<file path="src/rtl/fwd_scoreboard.sv">
// Forwarding and hazard unit that sits at the ID/EX boundary.
// It keeps a shift-register scoreboard of in-flight register writes, including
// how many cycles each result still needs before it can be forwarded.
// For every source operand of the instruction in ID it picks a forwarding slot,
// or it requests a stall when the youngest matching writer is not ready yet.
module fwd_scoreboard #(
  parameter int NUM_REGS  = 32,
  parameter int NUM_SRC   = 2,
  parameter int FWD_DEPTH = 2,
  parameter int REG_W     = $clog2(NUM_REGS),
  parameter int SEL_W     = $clog2(FWD_DEPTH + 1),
  parameter int LAT_W     = $clog2(FWD_DEPTH + 1)
) (
  input  logic                     clk,
  input  logic                     rst_n,
  input  logic                     issue_valid,
  input  logic                     issue_wen,
  input  logic [REG_W-1:0]         issue_dst,
  input  logic [LAT_W-1:0]         issue_lat,
  input  logic                     flush,
  input  logic [NUM_SRC*REG_W-1:0] src_reg,
  input  logic [NUM_SRC-1:0]       src_used,
  output logic [NUM_SRC*SEL_W-1:0] fwd_sel,
  output logic                     stall,
  output logic [15:0]              stall_count
);

  // Index 0 of each array is slot 1 (EX/MEM); index FWD_DEPTH-1 is the last
  // forwardable stage before the register file write.
  logic [FWD_DEPTH-1:0]            valid_q, valid_d;
  logic [FWD_DEPTH-1:0]            wen_q,   wen_d;
  logic [FWD_DEPTH-1:0][REG_W-1:0] dst_q,   dst_d;
  logic [FWD_DEPTH-1:0][LAT_W-1:0] rem_q,   rem_d;
  logic [15:0]                     stall_count_q, stall_count_d;

  logic [NUM_SRC-1:0] hazard;
  logic [REG_W-1:0]   cur_src;
  logic               matched;
  logic               accept;

  // Operand check: the youngest valid writer of each operand decides between
  // forwarding (result ready) and a hazard (result still in flight).
  always_comb begin
    fwd_sel = '0;
    hazard  = '0;
    cur_src = '0;
    matched = 1'b0;
    for (int i = 0; i < NUM_SRC; i++) begin
      cur_src = src_reg[i*REG_W +: REG_W];
      matched = 1'b0;
      if (src_used[i] && (cur_src != '0)) begin
        for (int k = 0; k < FWD_DEPTH; k++) begin
          if (!matched && valid_q[k] && wen_q[k] && (dst_q[k] == cur_src)) begin
            matched = 1'b1;
            if (rem_q[k] == '0) begin
              fwd_sel[i*SEL_W +: SEL_W] = SEL_W'(k + 1);
            end else begin
              hazard[i] = 1'b1;
            end
          end
        end
      end
    end
  end

  // A flush or an empty ID stage never stalls; otherwise any operand hazard does.
  always_comb begin
    stall  = (|hazard) & issue_valid & ~flush;
    accept = issue_valid & ~stall & ~flush;
  end

  // Next slot state: slot 1 takes the accepted instruction or a bubble, older
  // slots shift down while their remaining latency counts towards zero.
  always_comb begin
    valid_d = '0;
    wen_d   = '0;
    dst_d   = '0;
    rem_d   = '0;
    valid_d[0] = accept;
    wen_d[0]   = accept & issue_wen & (issue_dst != '0);
    dst_d[0]   = accept ? issue_dst : '0;
    if (accept && (issue_lat != '0)) begin
      rem_d[0] = issue_lat - LAT_W'(1);
    end
    for (int k = 1; k < FWD_DEPTH; k++) begin
      valid_d[k] = valid_q[k-1];
      wen_d[k]   = wen_q[k-1];
      dst_d[k]   = dst_q[k-1];
      rem_d[k]   = (rem_q[k-1] == '0) ? '0 : rem_q[k-1] - LAT_W'(1);
    end
  end

  // Stall performance counter, saturating at all ones.
  always_comb begin
    stall_count_d = stall_count_q;
    if (stall && (stall_count_q != 16'hFFFF)) begin
      stall_count_d = stall_count_q + 16'd1;
    end
  end

  // Scoreboard and counter registers; reset empties every in-flight slot.
  always_ff @(posedge clk or negedge rst_n) begin
    if (!rst_n) begin
      valid_q       <= '0;
      wen_q         <= '0;
      dst_q         <= '0;
      rem_q         <= '0;
      stall_count_q <= '0;
    end else begin
      valid_q       <= valid_d;
      wen_q         <= wen_d;
      dst_q         <= dst_d;
      rem_q         <= rem_d;
      stall_count_q <= stall_count_d;
    end
  end

  assign stall_count = stall_count_q;

endmodule

</file>
<file path="config.mk">
export PLATFORM = sky130hd
export DESIGN_NAME = fwd_scoreboard
export DESIGN_NICKNAME = d
export VERILOG_FILES = /design/src/rtl/fwd_scoreboard.sv
export SDC_FILE = /design/constraint.sdc
export NUM_CORES = 1
export LEC_CHECK = 0
export BUFFER_PORTS_ARGS = -buffer_cell sky130_fd_sc_hd__buf_4
export CAP_MARGIN = 25
export CORE_MARGIN = 2
export CORE_UTILIZATION = 35
export CTS_CLUSTER_DIAMETER = 80
export DETAILED_ROUTE_END_ITERATION = 7
export PLACE_DENSITY = 0.58
export SKIP_CTS_REPAIR_TIMING = 1
export SYNTH_ARGS = -nofsm -noshare
export SYNTH_HDL_FRONTEND = slang
export SYNTH_SLANG_ARGS = --single-unit
</file>
<file path="constraint.sdc">
create_clock -name clk -period 2.3 [get_ports clk]
set_clock_uncertainty 0.15 [all_clocks]
set_input_delay 0.345 -clock clk [delete_from_list [all_inputs] [get_ports clk]]
set_output_delay 0.345 -clock clk [all_outputs]
set_load 0.01 [all_outputs]
</file>
==> impl_summary.txt <==
----------------------------------------------------
[Cells and area]
  Layout Nets ... around 260
  Fraction of layout cells with a size suffix above 1 ... 48.1%
  Area of all placed cells without fillers ... between 2000 and 3000 µm²
  Fill count ... ~430
  Number of antenna diodes ... 0
  Area growth, synth to finish ... 52.5%

[Placement]
  Place WS ... -0.238 ns
  Placed wire-length estimate ... between 3000 and 4000 µm
  RePlAce Congestion ... just over 0.9
  Placed cell area ... between 2000 and 2500 µm²
  Count of buffers inserted at the top-level ports ... 44

[Synth]
  Largest cells by area after synthesis ... sky130_fd_sc_hd__dfrtp_1, sky130_fd_sc_hd__xor2_1, sky130_fd_sc_hd__a21oi_2, sky130_fd_sc_hd__nand3_1, sky130_fd_sc_hd__and2_1
  Async set-reset flop share out of synthesis ... 100%
  Dominant register cell in the synthesized netlist ... sky130_fd_sc_hd__dfrtp_1
  Synthesized cell area ... 1750 µm²
  Fraction of post-synthesis cell area in the top cell type by area ... about half
  Largest area contributor in the netlist ... sky130_fd_sc_hd__dfrtp_1
  Cell count after synthesis ... ~160
  Synth warnings ... 0
  Seq cells post-synth ... 34
  EDFF count, synth ... 0
  Seq/Total Area, Yosys ... 48.5%
  Number of distinct library cells after synthesis ... 34
  Avg Cell Area, Syn ... approximately 11 µm²
  Post-synth net total ... approximately 180

[Worst hold path]
  Startpoint of the lowest-slack hold path ... issue_lat[0]
  Path category of the worst min-delay check ... input port to register

[Drt]
  Antenna Nets Post-Route ... 0
  Total number of vias ... between 1,000 and 1,500
  Detailed-route wire length ... 4510 µm
  First-pass detailed-route iteration total ... 4
  Starting DRC count in detailed routing ... approximately 100
  Via-to-Cell Ratio ... 4.97
  Routed wirelength normalized by instance count ... about 15 µm
  Residual DRC count ... 0

[Outcome]
  Violated checks ... setup timing
  Result of the run ... finished with violations

[Global routing]
  Overall routing resource usage ... between 15 and 20%
  Via count of the first global-routing pass ... ~1,500
  Maximum number of pins on one net before global-route repair ... 35
  Global-route wire length before repair ... approximately 6900 µm
  Initial antenna violation count ... 0
  Remaining global-route overflow ... 0

[Die]
  # rows ... 25
  Initial Util ... around 37%
  Die width ... roughly 75 µm
  Full die area ... 5590 µm²
  Standard cell core area ... between 4000 and 5000 µm²
  Chip height ... 74.8 µm
  I/O pin cnt ... 45

[STA]
  Fmax ... ~0.37 GHz
  Minimum clock period after layout ... between 2 and 3 ns
  RSZ-0062 raised after global routing ... yes
  Fin. max-slew vios ... 0
  Setup-violating endpoint count in the final report ... 29
  Slew of the pin with the lowest slew margin ... around 0.46 ns
  Final hold violation count ... 0
  Tcrit/Tclk final ... 117%
  Worst-case setup margin in the final layout ... -0.398 ns
  Headroom to the max-slew limit ... 69.2%
  Setup TNS ... -7.29 ns

[Critical path]
  Kind of launch point of the worst setup path ... register
  Worst reg2reg startpoint ... dst_d[7]$_DFF_PN0_
  Type of the worst setup path ... register to primary output
  Crit path arrival time ... between 2 and 2.5 ns
  Required time at the endpoint of the critical path ... approximately 1.8 ns
  Maximum net fanout on the critical path ... 3
  Endpoint class of the critical path ... primary output
  First element of the critical path ... dst_d[7]$_DFF_PN0_

[CTS]
  Clock tree from TritonCTS ... yes
  Clk Tree Root Cell ... sky130_fd_sc_hd__clkbuf_8
  Clock-pin slew on the worst setup and hold paths ... approximately 0.07 ns
  Clock latency reported for the late side of the worst-skew pair ... between 0.2 and 0.3 ns
  Inserted Clock Buffers ... 5
  Maximum buffer depth of the clock tree ... 2
  H-tree lvl count ... 2
  Clock sinks ... 34

[Pwr]
  Pwr dens ... 452 nW/µm²
  Power share of the combinational group ... between 10% and 20%
  Internal Pwr Total ... 0.915 mW
  Switching pwr ... between 0.2 and 0.3 mW
  Share of power burned in registers ... 51.6%
  Switching portion of total power ... 24.4%
  Maximum resistive drop on vdd ... roughly 0.27 mV
  Reported leakage power ... 1.28 nW
  Clock network fraction of design power ... 38.0%

[Flow run]
  Max-cap violations ... 0

----------------------------------------------------
[layout make-up]
| cell class | count | area [µm²] | area share (%) |
|---|---|---|---|
| clock buffers | 6 | 82.6 | 3.09 |
| clock inverters | 2 | 12.5 | 0.468 |
| inverters | 4 | 15.0 | 0.562 |
| multi-input cells | 117 | 1030 | 38.7 |
| flip-flops and latches | 34 | 852 | 31.9 |
| well taps | 67 | 83.8 | 3.14 |
| repair buffers | 70 | 594 | 22.2 |
[worst paths after layout]
kind	endpoint	depth (start not counted)	slack (ns)
max in group asynchronous	dst_d[6]$_DFF_PN0_	2	1.28
min	rem_q[0]$_DFF_PN0_	2	0.08
min in group asynchronous	dst_d[8]$_DFF_PN0_	2	0.40
max reg2reg	stall_count[14]$_DFFE_PN0P_	12	-0.36
max	stall	7	-0.40
min reg2reg	dst_q[9]$_DFF_PN0_	0	0.28
[Yosys cell counts (all sizes together), types with 2 or more instances]
library cell	n
nor3	5
nor2	7
a21oi	8
or4	2
xor2	30
o21ai	2
a21boi	3
inv	4
ha	2
nand4	7
nand3	9
a211oi	2
and2	7
dfrtp	34
nor4	6
buf	2
nand2b	2
mux2	3
nand2	3
and3	4
xnor2	5
or3	3
[cell families (layout without fill, tap and decap cells)]
kind of cell | after synthesis | after routing | share of synthesized area [%]
AO/OA/AOI/OAI | 19 | 19 | 9.21
XOR/XNOR | 35 | 35 | 17.5
adder cells (fa/ha/maj) | 2 | 2 | 1.43
buffers and inverters | 6 | 82 | 2.14
flip-flops | 34 | 34 | 48.5
multiplexers | 3 | 3 | 1.93
AND/OR/NAND/NOR | 58 | 58 | 19.3
[per-stage QoR]
stage	utilization (%)	power [mW]	hold slack [ns]	cells
CTS	50.4	1.21	-0.139	292
global placement	48.4	0.744	0.162	284
finish	55.9	1.21	0.0752	300
global route	55.9	1.27	0.0651	300
floorplan	-	0.671	-0.101	157
detailed placement	48.4	0.748	0.167	284
[layout by cell type, fill, tap and decap left out, types with 3 or more instances in the layout]
cell type / Yosys / final
sky130_fd_sc_hd__nand4_1: 7 / 7
sky130_fd_sc_hd__and3_1: 3 / 3
sky130_fd_sc_hd__and2_1: 7 / 6
sky130_fd_sc_hd__a21oi_2: 8 / 4
sky130_fd_sc_hd__clkbuf_8: 0 / 6
sky130_fd_sc_hd__nand3_1: 9 / 7
sky130_fd_sc_hd__xor2_1: 30 / 30
sky130_fd_sc_hd__buf_6: 2 / 11
sky130_fd_sc_hd__xnor2_1: 5 / 4
sky130_fd_sc_hd__mux2_4: 0 / 3
sky130_fd_sc_hd__nor3_1: 5 / 3
sky130_fd_sc_hd__inv_1: 4 / 4
sky130_fd_sc_hd__nor2_1: 7 / 6
sky130_fd_sc_hd__dfrtp_1: 34 / 33
sky130_fd_sc_hd__a21oi_4: 0 / 4
sky130_fd_sc_hd__buf_4: 0 / 56
[registers in the layout, indices dropped and copies added, names as in the netlist]
signal and flops:
dst_q 5, valid_q 2, rem_q 4, dst_d 5
stall_count 16, wen_q 2
[critical path, stage by stage, from the launching register on]
cell	delay [ns]
sky130_fd_sc_hd__dfrtp_1	0.43
sky130_fd_sc_hd__xor2_1	0.16
sky130_fd_sc_hd__nor4_1	0.33
sky130_fd_sc_hd__nand4_1	0.19
sky130_fd_sc_hd__mux2_4	0.35
sky130_fd_sc_hd__o22ai_4	0.20
sky130_fd_sc_hd__and2_4	0.17
sky130_fd_sc_hd__buf_6	0.09
[power by group through the flow]
stage | Combinational, mW | Sequential [mW] | Clock [mW]
floorplan | 0.0405 | 0.630 | 0
global placement | 0.111 | 0.633 | 0
detailed placement | 0.115 | 0.634 | 0
CTS | 0.115 | 0.622 | 0.469
global route | 0.140 | 0.625 | 0.502
finish | 0.126 | 0.624 | 0.460
[routing by layer]
layer / wire length, µm / share of wire [%] / global-route usage [%]
met1: 1950 / 43 / 21.3
met2: 2340 / 52 / 27.2
met3: 135 / 3.0 / 4.15
met4: 86 / 1.9 / 4.76
met5: 0 / 0 / 0
(Power assumes the default switching activity.)
